### src/rtl/rob_commit_ctrl_pkg.sv
// Shared sizing, tag encoding and drain-FSM states for the reorder/commit block.
// The register file imports TAG_FREE from here so both sides agree on "no tag".
package rob_commit_ctrl_pkg;

  localparam int DEPTH  = 8;
  localparam int REG_W  = 5;
  localparam int DATA_W = 32;
  localparam int PTR_W  = $clog2(DEPTH);
  localparam int TAG_W  = PTR_W + 1;
  localparam int CNT_W  = PTR_W + 1;

  // MSB set, index bits zero: never names a real entry.
  localparam logic [TAG_W-1:0] TAG_FREE = TAG_W'(DEPTH);

  typedef enum logic [1:0] {
    RUN   = 2'd0,
    DRAIN = 2'd1,
    DONE  = 2'd2
  } drain_st_e;

endpackage

### src/rtl/rob_commit_ctrl_entry_ram.sv
// Per-entry payload storage {reg, data}: one alloc write, one CDB write,
// one asynchronous read at the head. Validity lives in the top-level flags,
// so the arrays need no reset.
module rob_entry_ram
  import rob_commit_ctrl_pkg::*;
(
  input  logic              clk,
  input  logic              alloc_we,
  input  logic [PTR_W-1:0]  alloc_idx,
  input  logic [REG_W-1:0]  alloc_reg,
  input  logic              cdb_we,
  input  logic [PTR_W-1:0]  cdb_idx,
  input  logic [DATA_W-1:0] cdb_data,
  input  logic [PTR_W-1:0]  rd_idx,
  output logic [REG_W-1:0]  rd_reg,
  output logic [DATA_W-1:0] rd_data
);

  logic [REG_W-1:0]  reg_mem  [DEPTH];
  logic [DATA_W-1:0] data_mem [DEPTH];

  // Destination register is written only at allocation time.
  always_ff @(posedge clk) begin
    if (alloc_we) reg_mem[alloc_idx] <= alloc_reg;
  end

  // Result data is written only by a qualified CDB hit.
  always_ff @(posedge clk) begin
    if (cdb_we) data_mem[cdb_idx] <= cdb_data;
  end

  assign rd_reg  = reg_mem[rd_idx];
  assign rd_data = data_mem[rd_idx];

endmodule

### src/rtl/rob_commit_ctrl.sv
// In-order commit sequencer: allocates tags, captures CDB results, retires the
// oldest completed entry per cycle to the register file, and quiesces on drain.
module rob_commit_ctrl
  import rob_commit_ctrl_pkg::*;
(
  input  logic              clk,
  input  logic              rst,
  input  logic              alloc_valid,
  input  logic [REG_W-1:0]  alloc_reg,
  output logic              alloc_ready,
  output logic [TAG_W-1:0]  alloc_tag,
  input  logic              cdb_valid,
  input  logic [TAG_W-1:0]  cdb_tag,
  input  logic [DATA_W-1:0] cdb_data,
  output logic              commit_en,
  output logic [REG_W-1:0]  commit_name,
  output logic [DATA_W-1:0] commit_data,
  output logic [TAG_W-1:0]  commit_tag,
  input  logic              flush,
  input  logic              drain_req,
  output logic              drain_done,
  output logic [CNT_W-1:0]  count
);

  logic [DEPTH-1:0]  busy, done;
  logic [PTR_W-1:0]  head, tail;
  logic [PTR_W-1:0]  cdb_idx;
  logic              alloc_fire, cdb_hit, commit_fire;
  logic [REG_W-1:0]  head_reg;
  logic [DATA_W-1:0] head_data;
  drain_st_e         st, st_nxt;

  assign alloc_ready = (count < CNT_W'(DEPTH)) && (st == RUN);
  assign alloc_tag   = {1'b0, tail};
  assign cdb_idx     = cdb_tag[PTR_W-1:0];

  // Flush cancels everything else happening in the same cycle.
  assign alloc_fire  = alloc_valid && alloc_ready && !flush;
  // Free/out-of-range tags, idle entries and the slot being allocated are ignored.
  assign cdb_hit     = cdb_valid && !cdb_tag[TAG_W-1] && busy[cdb_idx] && !flush &&
                       !(alloc_fire && (cdb_idx == tail));
  assign commit_fire = busy[head] && done[head] && !flush;

  rob_entry_ram u_ram (
    .clk       (clk),
    .alloc_we  (alloc_fire),
    .alloc_idx (tail),
    .alloc_reg (alloc_reg),
    .cdb_we    (cdb_hit),
    .cdb_idx   (cdb_idx),
    .cdb_data  (cdb_data),
    .rd_idx    (head),
    .rd_reg    (head_reg),
    .rd_data   (head_data)
  );

  // Busy/done flags: completion, then retirement clear, then allocation set.
  always_ff @(posedge clk or posedge rst) begin
    if (rst) begin
      busy <= '0;
      done <= '0;
    end else if (flush) begin
      busy <= '0;
      done <= '0;
    end else begin
      if (cdb_hit) done[cdb_idx] <= 1'b1;
      if (commit_fire) begin
        busy[head] <= 1'b0;
        done[head] <= 1'b0;
      end
      if (alloc_fire) begin
        busy[tail] <= 1'b1;
        done[tail] <= 1'b0;
      end
    end
  end

  // Head/tail pointers and occupancy.
  always_ff @(posedge clk or posedge rst) begin
    if (rst) begin
      head  <= '0;
      tail  <= '0;
      count <= '0;
    end else if (flush) begin
      head  <= '0;
      tail  <= '0;
      count <= '0;
    end else begin
      if (alloc_fire)  tail <= tail + 1'b1;
      if (commit_fire) head <= head + 1'b1;
      case ({alloc_fire, commit_fire})
        2'b10:   count <= count + 1'b1;
        2'b01:   count <= count - 1'b1;
        default: count <= count;
      endcase
    end
  end

  // Registered commit write port toward the register file.
  always_ff @(posedge clk or posedge rst) begin
    if (rst) begin
      commit_en   <= 1'b0;
      commit_name <= '0;
      commit_data <= '0;
      commit_tag  <= TAG_FREE;
    end else if (commit_fire) begin
      commit_en   <= 1'b1;
      commit_name <= head_reg;
      commit_data <= head_data;
      commit_tag  <= {1'b0, head};
    end else begin
      commit_en   <= 1'b0;
      commit_tag  <= TAG_FREE;
    end
  end

  // Drain FSM state and registered drain_done.
  always_ff @(posedge clk or posedge rst) begin
    if (rst) begin
      st         <= RUN;
      drain_done <= 1'b0;
    end else if (flush) begin
      st         <= RUN;
      drain_done <= 1'b0;
    end else begin
      st         <= st_nxt;
      drain_done <= (st_nxt == DONE);
    end
  end

  // Drain next-state: DONE once empty and the last commit write has gone out.
  always_comb begin
    st_nxt = st;
    case (st)
      RUN:     if (drain_req) st_nxt = DRAIN;
      DRAIN: begin
        if (!drain_req)                         st_nxt = RUN;
        else if ((count == '0) && !commit_en)   st_nxt = DONE;
      end
      DONE:    if (!drain_req) st_nxt = RUN;
      default: st_nxt = RUN;
    endcase
  end

endmodule

### config.mk
export PLATFORM = sky130hd
export DESIGN_NAME = rob_commit_ctrl
export DESIGN_NICKNAME = d
export VERILOG_FILES = /design/src/rtl/rob_commit_ctrl_pkg.sv /design/src/rtl/rob_commit_ctrl_entry_ram.sv /design/src/rtl/rob_commit_ctrl.sv
export SDC_FILE = /design/constraint.sdc
export NUM_CORES = 1
export LEC_CHECK = 0
export BUFFER_PORTS_ARGS = -buffer_cell sky130_fd_sc_hd__buf_4
export CAP_MARGIN = 15
export CORE_ASPECT_RATIO = 1.2
export CORE_UTILIZATION = 39
export CTS_BUF_LIST = sky130_fd_sc_hd__clkbuf_4
export CTS_CLUSTER_DIAMETER = 80
export DETAILED_ROUTE_END_ITERATION = 10
export GPL_TIMING_DRIVEN = 0
export MAX_ROUTING_LAYER = met4
export SYNTH_ARGS = -nofsm -noshare
export SYNTH_HDL_FRONTEND = slang
export SYNTH_SLANG_ARGS = --single-unit
### constraint.sdc
create_clock -name clk -period 4.9 [get_ports clk]
set_clock_uncertainty 0.15 [all_clocks]
set_input_delay 0.49 -clock clk [delete_from_list [all_inputs] [get_ports clk]]
set_output_delay 0.49 -clock clk [all_outputs]
set_load 0.02 [all_outputs]
==> impl_metrics.env, run 1 <==
export IMPL_top_layer="met4"
export IMPL_die_width_microns=178.6
export IMPL_period_needed_ns=3.393
export IMPL_cp_start_kind="flip-flop"
export IMPL_gp_congestion=0.8705
export IMPL_grt_pass1_wl_microns=55200
export IMPL_max_freq_mhz=294.7
export IMPL_cts_tree="yes"
export IMPL_required_ns=5.47
export IMPL_rsz0062_at_grt="no"
export IMPL_grt_pass1_vias=9228
export IMPL_place_hpwl_microns=23910
export IMPL_synth_edff_count=296
export IMPL_synth_flop_cell="edfxtp_1"
export IMPL_drt_met1_wl_microns=16150
export IMPL_syn2layout_area_growth_pct=22.16
export IMPL_fin_ws_ns=1.507
export IMPL_yosysUniqueCellTypes=64
export IMPL_p_clk_share_pct=41.6
export IMPL_tightest_slew_ns=1.220
export IMPL_dr_first_iter_drc_count=645
export IMPL_syn_avg_cell_area_sq_um=15.26
export IMPL_max_slew_margin_pct=18.01
export IMPL_worstPathMaxFanout=10
export IMPL_ir_drop_mv=0.1356
export IMPL_drc=0
export IMPL_min_period_over_period_pct=69.25
export IMPL_wl_per_cell_microns=21.36
export IMPL_power_density_nw_per_um2=356.5
export IMPL_cpPeakStageDelay_ns=0.52
export IMPL_timing_hold_ws_ns=0.06617
export IMPL_dr_wl_met2_microns=18010
export IMPL_worstPathCellList="buf_4, buf_2, clkinv_1, a211o_2, nand2_2, nor3_1, xor2_1, ha_1, and3_1, a221oi_2, o211a_1"
export IMPL_drt_wl_total_microns=37370
export IMPL_synth_area_sq_um=14590
export IMPL_status="complete, no violations"
export IMPL_ant_nets=0
export IMPL_dp_cells=1540
export IMPL_grt_use_total_pct=20.65
export IMPL_crit_arrival_ns=3.96
export IMPL_drive_gt1_share_pct=28.99
export IMPL_post_place_ws_ns=1.637
export IMPL_path_delay_family="buffers and inverters"
export IMPL_multi_input_area_sq_um=3635
export IMPL_via_per_inst=5.265
export IMPL_io_pin_count=99
export IMPL_top_regs="u_ram.data_mem: 256 flops, u_ram.reg_mem: 40 flops, commit_data: 32 flops"
export IMPL_first_pass_iters=7
export IMPL_clock_latency_ns=0.79
export IMPL_core_area_sq_um=36900
export IMPL_switching_share_pct=21.71
export IMPL_synthCells=956
export IMPL_initial_core_util_pct=39.54
export IMPL_mostFrequentLayoutCell="edfxtp_1"
export IMPL_p_seq_share_pct=54.0
export IMPL_num_fill_cells=3236
export IMPL_slew_viol_final=0
export IMPL_clk_path_buf_depth=3
export IMPL_cts_made_buffers=91
export IMPL_seq_area_sq_um=10670
export IMPL_internal_power_mw=4.974
export IMPL_grt_overflow=0
export IMPL_fp_dieH_microns=213.9
export IMPL_setup_violations=0
export IMPL_slowest_stage="a211o_2"
export IMPL_comb_power_share_pct=4.4
export IMPL_critPathCaptureType="flip-flop"
export IMPL_antenna_found_initial=2
export IMPL_cts_sinks=367
export IMPL_p_leak_nw=6.292
export IMPL_synth_fp_nets=1007
export IMPL_ys_seq_area_share_pct=73.11
export IMPL_num_rows=77
export IMPL_cts_clk_slew_worst_paths_ns=0.07
export IMPL_cts_resized=0
export IMPL_async_flop_share_pct=19.35
export IMPL_hold_path_class="input pin to async pin"
export IMPL_layout_common_cells="edfxtp_1 (296), clkbuf_4 (145), nor2_1 (105)"
export IMPL_crit_type="flip-flop to flip-flop"
export IMPL_h_tree_depth=3
export IMPL_cap_violations=0
export IMPL_ys_seq_elements=367
export IMPL_crit_buf_inv=3
export IMPL_wl_met3_microns=2308
export IMPL_grt_max_degree=60
export IMPL_fin_cells=1749
export IMPL_final_nets=1249
export IMPL_hold_viol=0
export IMPL_largest_reg_flops=256
export IMPL_dieArea_sq_um=38190
export IMPL_switchingPower_mw=1.379
export IMPL_cts_root_buf="clkbuf_4"
export IMPL_yosys_warnings=0
export IMPL_via_count=9209
export IMPL_regMostFlops="u_ram.data_mem"
export IMPL_port_buffer_count=95
## per-layer routing
metal | track usage, % | vias to the layer above
li1 | - | 4252
met1 | 26.47 | 4545
met2 | 32.13 | 342
met3 | 3.865 | 70
met4 | 8.825 | 0
met5 | - | -
## synthesized netlist by cell type, types with 3 or more instances
| cell | number | area (sq um) |
|---|---|---|
| nand2_1 | 15 | 56.30 |
| mux2i_1 | 50 | 500.5 |
| a31oi_1 | 4 | 25.02 |
| buf_1 | 3 | 11.26 |
| buf_2 | 14 | 70.07 |
| o22ai_1 | 21 | 131.4 |
| nand3_1 | 4 | 20.02 |
| edfxtp_1 | 296 | 8889 |
| dfrtp_1 | 70 | 1752 |
| ha_1 | 4 | 50.05 |
| mux2_2 | 50 | 563.0 |
| nor3_1 | 7 | 35.03 |
| buf_4 | 5 | 37.54 |
| nor2_1 | 111 | 416.7 |
| a21oi_1 | 102 | 510.5 |
| nor3b_1 | 4 | 30.03 |
| buf_6 | 5 | 56.30 |
| a221oi_1 | 30 | 262.8 |
| a22oi_1 | 14 | 105.1 |
| a21o_1 | 4 | 30.03 |
| o21ai_0 | 8 | 40.04 |
| clkbuf_1 | 37 | 138.9 |
| nand2b_1 | 4 | 25.02 |
| a22o_1 | 3 | 26.28 |
| o21a_1 | 14 | 105.1 |
| o221ai_1 | 14 | 122.6 |
| nor4_1 | 3 | 18.77 |
| nor3b_2 | 3 | 37.54 |
| xor2_1 | 5 | 43.79 |
| inv_1 | 6 | 22.52 |
| nor3_2 | 3 | 30.03 |
| nand4_1 | 3 | 18.77 |
## worst min-delay path, delay by kind of cell
family	cells	cell delay, ns
buffers and inverters	3	0.85
## repair_timing
item | CTS | global route
hold endpoints to repair | 369 | 0
buffers inserted | 0 | 0
hold buffers | 39 | 0
## per-stage QoR
stage / TNS [ns] / total power [mW] / instance area (sq um) / util (%)
floorplan: 0 / 3.611 / 14590 / -
global placement: -178.54 / 3.737 / 15900 / 43.08
detailed placement: 0 / 3.750 / 16190 / 43.88
CTS: 0 / 6.416 / 17820 / 48.29
global route: 0 / 6.584 / 17820 / 48.30
finish: 0 / 6.353 / 17820 / 48.30
## power by group through the flow
stage / logic (mW) / registers (mW) / clock network, mW
after global placement: 0.241 / 3.50 / 0
final: 0.277 / 3.43 / 2.65
after floorplan: 0.0813 / 3.53 / 0
after CTS: 0.280 / 3.43 / 2.71
after global routing: 0.304 / 3.43 / 2.85
after detailed placement: 0.253 / 3.50 / 0
## layout make-up
type | count | area share (%)
antenna | 2 | 0.02808
clock inverter | 23 | 0.8144
timing repair buffer | 149 | 7.505
multi-input combinational | 516 | 20.39
inverter | 8 | 0.1825
tap | 474 | 3.328
sequential | 367 | 59.85
buffer | 65 | 1.790
clock buffer | 145 | 6.108
## logic make-up after synthesis
logic type | Yosys count | synth area share, %
adder cells (fa/ha/maj) | 4 | 0.3431
flip-flops | 367 | 73.11
XOR/XNOR | 6 | 0.3602
AND/OR/NAND/NOR | 170 | 5.386
other | 1 | 0.02570
buffers and inverters | 73 | 2.393
AO/OA/AOI/OAI | 232 | 10.70
multiplexers | 103 | 7.676
## path summary, 6_finish.rpt
check / start / endpoint / slack (ns) / cells past startpoint
setup / recovery: head[2] / count[2] / 1.51 / 11
hold / removal: rst / commit_data[9] / 0.07 / 3
setup reg to reg: head[2] / count[2] / 1.51 / 11
hold reg to reg: st[1] / st[0] / 0.34 / 1
max in group asynchronous: rst / commit_data[31] / 3.95 / 4
min in group clk: cdb_tag[2] / done[0] / 0.10 / 4
Note: power is estimated with default switching activity, not from simulation.
==> run 2: changes to the inputs <==
Clock period 4.9 ns to 2.85 ns, I/O delays scaled along.
==> run 2 against run 1 <==
Effect of this change:
- hold slack gained 0.020 ns
- maximum frequency grew 22%
- sequential cell count is the same
- register-to-register slack lost 1.4 ns
- cell area grew 1.1%
- worst setup slack lost 1.4 ns
- critical endpoint is now commit_data[16]
- largest cell class unchanged
==> impl_metrics.env, run 2 (synthesis gave the netlist of run 1 again) <==
export IMPL_crit_arrival_ns=3.25
export IMPL_cp_num_cells=8
export IMPL_cts_made_buffers=89
export IMPL_seq_area_sq_um=10670
export IMPL_critPathCaptureType="flip-flop"
export IMPL_max_freq_mhz=359.5
export IMPL_worstHoldStart="cdb_tag[3]"
export IMPL_wl_per_cell_microns=21.52
export IMPL_drc=0
export IMPL_setup_violations=0
export IMPL_grt_max_degree=43
export IMPL_hold_end="u_ram.data_mem[2][16]"
export IMPL_final_nets=1257
export IMPL_place_area_sq_um=16240
export IMPL_grt_pass1_wl_microns=55650
export IMPL_fp_dieH_microns=213.9
export IMPL_ant_nets=0
export IMPL_r2r_cells=8
export IMPL_dieArea_sq_um=38190
export IMPL_tightest_slew_ns=0.9636
export IMPL_core_area_sq_um=36900
export IMPL_die_width_microns=178.6
export IMPL_hold_path_class="input pin to flip-flop"
export IMPL_via_per_inst=5.336
export IMPL_multi_input_area_sq_um=3752
export IMPL_rsz0062_at_grt="no"
export IMPL_worstPathMaxFanout=10
export IMPL_clk_path_buf_depth=3
export IMPL_top_regs="u_ram.data_mem: 256 flops, u_ram.reg_mem: 40 flops, commit_data: 32 flops"
export IMPL_mostFrequentLayoutCell="edfxtp_1"
export IMPL_regMostFlops="u_ram.data_mem"
export IMPL_status="complete, no violations"
export IMPL_io_pin_count=99
export IMPL_grt_use_total_pct=20.77
export IMPL_cts_root_buf="clkbuf_4"
export IMPL_gp_congestion=0.8639
export IMPL_cpPeakStageDelay_ns=0.53
export IMPL_drt_wl_total_microns=37630
export IMPL_r2r_end="commit_data[16]"
export IMPL_slew_viol_final=0
export IMPL_cts_sinks=367
export IMPL_first_pass_iters=5
export IMPL_antenna_found_initial=1
export IMPL_num_fill_cells=3243
export IMPL_timing_rr_start="head[1]"
export IMPL_cp_start_kind="flip-flop"
export IMPL_initial_core_util_pct=39.54
export IMPL_clock_latency_ns=0.78
export IMPL_required_ns=3.32
export IMPL_via_count=9333
export IMPL_dr_first_iter_drc_count=677
export IMPL_cts_clk_slew_worst_paths_ns=0.07
export IMPL_post_place_ws_ns=-0.5061
export IMPL_stdcell_area_sq_um=18020
export IMPL_hold_depth=5
export IMPL_fin_setup_tns_ns=0
export IMPL_cap_violations=0
export IMPL_syn2layout_area_growth_pct=23.52
export IMPL_path_delay_family="buffers and inverters"
export IMPL_layout_common_cells="edfxtp_1 (296), clkbuf_4 (139), buf_4 (106)"
export IMPL_largest_reg_flops=256
export IMPL_cts_tree="yes"
export IMPL_h_tree_depth=3
export IMPL_place_hpwl_microns=23720
export IMPL_slowest_stage="clkbuf_1"
export IMPL_drive_gt1_share_pct=30.46
export IMPL_crit_type="flip-flop to flip-flop"
export IMPL_worstPathCellList="buf_6, buf_8, buf_2, buf_2, clkbuf_1, o22ai_1, a21oi_1, a21oi_1"
export IMPL_grt_pass1_vias=9478
export IMPL_hold_viol=0
export IMPL_grt_overflow=0
export IMPL_crit_buf_inv=5
export IMPL_port_buffer_count=95
export IMPL_period_needed_ns=2.781
export IMPL_worst_r2r_setup_slack_ns=0.07
export IMPL_fin_ws_ns=0.06861
export IMPL_ir_drop_mv=0.2577
export IMPL_power_density_nw_per_um2=589.8
export IMPL_p_leak_nw=6.366
export IMPL_min_period_over_period_pct=97.59
export IMPL_max_slew_margin_pct=35.52
export IMPL_num_rows=77
[run 2: changes by cell type in the layout (fill, tap and decap cells not counted), sizes merged]
cell | previous run | this run
dlygate4sd3 | 39 | 45
buf | 137 | 141
clkinvlp | 1 | 3
diode | 2 | 1
clkinv | 20 | 18
bufinv | 2 | 0
clkbuf | 183 | 176
[run 2: power breakdown]
part	leakage [nW]	switching, mW	internal (mW)
Clock	0.673	2.04	2.20
Combinational	2.14	0.278	0.221
Sequential	3.56	0.0413	5.86
[run 2: per-layer routing]
metal  up-vias  routed length (microns)  track usage (%)
met2       347                    18050            32.17
met5         -                        0                -
met4         0                     1067            9.819
met3        62                     2163            3.865
met1      4667                    16350            26.40
li1       4257                        -                -
[run 2: worst max path at each step]
| stage | endpoint | start |
|---|---|---|
| final | commit_data[16] | head[1] |
| after global routing | u_ram.data_mem[5][3] | tail[2] |
| after CTS | commit_data[29] | head[1] |
| after detailed placement | done[0] | alloc_valid |
| after global placement | u_ram.data_mem[4][3] | alloc_valid |
| after floorplan | u_ram.data_mem[1][0] | count[3] |
[run 2: what timing repair did]
action,CTS,global route
buffers inserted,6,2
hold buffers,45,0
cloned,0,0
pin swaps,5,7
hold endpoints to repair,440,0
endpoints found under the setup margin,132,46
gates resized for setup,16,24
[run 2: worst min-delay path: cells and delay by family]
kind	cells	cell delay, ns
AO/OA/AOI/OAI	1	0.07
buffers and inverters	1	0.08
AND/OR/NAND/NOR	3	0.37
[run 2: metrics by stage]
step                      power, mW  hold WS, ns  utilization [%]  instances
after floorplan               6.209       0.2339                -        956
after global placement        6.424       0.3225            43.12       1525
after global routing          11.05      0.05711            48.84       1749
after CTS                     10.73     0.009351            48.54       1747
after detailed placement      6.446       0.1851            44.00       1537
final                         10.63      0.08615            48.84       1749
[run 2: layout make-up]
| class | count | share of cell area (%) |
|---|---|---|
| well taps | 474 | 3.291 |
| clock inverters | 21 | 0.4791 |
| multi-input cells | 516 | 20.82 |
| clock buffers | 138 | 5.749 |
| flip-flops and latches | 367 | 59.19 |
| repair buffers | 160 | 8.332 |
| diodes | 1 | 0.01389 |
| plain buffers | 64 | 1.909 |
| inverters | 8 | 0.2152 |
==> run 3: changes to the inputs <==
Settings changed: SETUP_SLACK_MARGIN set to 0.5.
==> run 3 against run 2 <==
Effect of this change:
- maximum frequency barely moved
- die area did not move
- via count up 9.5%
- global-route usage increased by 1.6 points
==> impl_metrics.env, run 3 (synthesis gave the netlist of run 1 again) <==
export IMPL_grt_pass1_vias=9629
export IMPL_cts_tree="yes"
export IMPL_hold_path_class="input pin to flip-flop"
export IMPL_cts_clk_slew_worst_paths_ns=0.08
export IMPL_syn2layout_area_growth_pct=39.02
export IMPL_power_density_nw_per_um2=530.6
export IMPL_final_nets=1351
export IMPL_num_fill_cells=2871
export IMPL_critPathCaptureType="flip-flop"
export IMPL_clk_path_buf_depth=3
export IMPL_status="complete, no violations"
export IMPL_dr_first_iter_drc_count=962
export IMPL_path_delay_family="buffers and inverters"
export IMPL_wl_per_cell_microns=23.61
export IMPL_cap_violations=0
export IMPL_slowest_stage="dfrtp_1"
export IMPL_mostFrequentLayoutCell="edfxtp_1"
export IMPL_first_pass_iters=7
export IMPL_worstPathCellList="buf_6, mux2_4, a32o_2, buf_6, buf_6, buf_6, a211oi_4, nor3_4, buf_6, buf_12, buf_12, buf_16, a21oi_2"
export IMPL_ir_drop_mv=0.1991
export IMPL_max_slew_margin_pct=41.40
export IMPL_ant_nets=0
export IMPL_slew_viol_final=0
export IMPL_antenna_found_initial=2
export IMPL_crit_arrival_ns=3.35
export IMPL_clock_latency_ns=0.82
export IMPL_drt_wl_total_microns=43600
export IMPL_top_regs="u_ram.data_mem: 256 flops, u_ram.reg_mem: 40 flops, commit_data: 32 flops"
export IMPL_io_pin_count=99
export IMPL_regMostFlops="u_ram.data_mem"
export IMPL_grt_use_total_pct=22.40
export IMPL_crit_type="flip-flop to flip-flop"
export IMPL_core_area_sq_um=36900
export IMPL_num_rows=77
export IMPL_worstPathMaxFanout=7
export IMPL_max_freq_mhz=359.8
export IMPL_crit_buf_inv=8
export IMPL_power_mw=10.76
export IMPL_cp_start_kind="flip-flop"
export IMPL_cpPeakStageDelay_ns=0.41
export IMPL_largest_reg_flops=256
export IMPL_fp_dieH_microns=213.9
export IMPL_setup_violations=0
export IMPL_h_tree_depth=3
export IMPL_place_hpwl_microns=23610
export IMPL_cts_sinks=367
export IMPL_cts_root_buf="clkbuf_4"
export IMPL_rsz0062_at_grt="yes"
export IMPL_hold_viol=0
export IMPL_die_width_microns=178.6
export IMPL_drive_gt1_share_pct=42.09
export IMPL_initial_core_util_pct=39.54
export IMPL_post_place_ws_ns=-0.3623
export IMPL_grt_max_degree=60
export IMPL_grt_pass1_wl_microns=59440
export IMPL_period_needed_ns=2.780
export IMPL_port_buffer_count=95
export IMPL_dieArea_sq_um=38190
export IMPL_layout_common_cells="edfxtp_1 (296), clkbuf_4 (141), buf_4 (126)"
export IMPL_tightest_slew_ns=0.8789
export IMPL_via_per_inst=5.533
export IMPL_crit_top_cell="buf_6"
export IMPL_grt_overflow=0
export IMPL_drc=0
export IMPL_cts_made_buffers=87
export IMPL_fin_ws_ns=0.07050
export IMPL_p_leak_nw=7.281
export IMPL_min_period_over_period_pct=97.53
export IMPL_gp_congestion=0.8538
export IMPL_required_ns=3.42
export IMPL_via_count=10220
run 3: per-stage QoR:
| stage | cell area (sq um) | cells | hold slack, ns | utilization [%] | TNS [ns] |
|---|---|---|---|---|---|
| after floorplan | 14720 | 956 | 0.2339 | - | 0 |
| after global placement | 16020 | 1525 | 0.3246 | 43.43 | -193.13 |
| after detailed placement | 16300 | 1536 | 0.08319 | 44.18 | -4.951 |
| after CTS | 19370 | 1811 | 0.007258 | 52.49 | 0 |
| after global routing | 20280 | 1847 | 0.08735 | 54.97 | 0 |
| final | 20280 | 1847 | 0.1118 | 54.97 | 0 |
run 3: layout make-up:
class	instances	area [sq um]	share of cell area, %
diodes	2	5.005	0.02468
plain buffers	65	501.7	2.474
clock buffers	138	1036	5.108
clock inverters	22	85.08	0.4195
inverters	8	58.81	0.2899
multi-input cells	516	4222	20.81
flip-flops and latches	367	10670	52.61
well taps	474	593.1	2.924
repair buffers	255	3110	15.34
run 3: final timing paths:
kind                                       from               endpoint  slack (ns)  depth (start not counted)
worst max-delay path                    head[1]        commit_data[29]        0.07                         13
worst min-delay path               cdb_data[27]  u_ram.data_mem[4][27]        0.11                          2
worst max register to register          head[1]        commit_data[29]        0.07                         13
worst min register to register  commit_data[18]        commit_data[18]        0.34                          1
max in group asynchronous                   rst         commit_data[0]        1.51                          5
min in group asynchronous                   rst         commit_data[1]        0.44                          4
run 3: report_power, final:
part / internal [mW] / switching, mW
combinational: 0.276 / 0.314
clock: 2.20 / 2.07
sequential: 5.85 / 0.0490
total: 8.33 / 2.43
run 3: what timing repair did:
item	in CTS	in global routing
hold buffers	43	0
endpoints found under the hold margin	404	0
pin swaps	34	19
gates resized for setup	160	85
endpoints found under the setup margin	361	360
cloned	16	15
buffers inserted	56	19
run 3: layer usage:
metal | part of all wire, % | GRT usage [%]
met1 | 41 | 28.79
met2 | 49 | 34.67
met3 | 7.1 | 4.557
met4 | 2.9 | 9.176
met5 | 0 | -
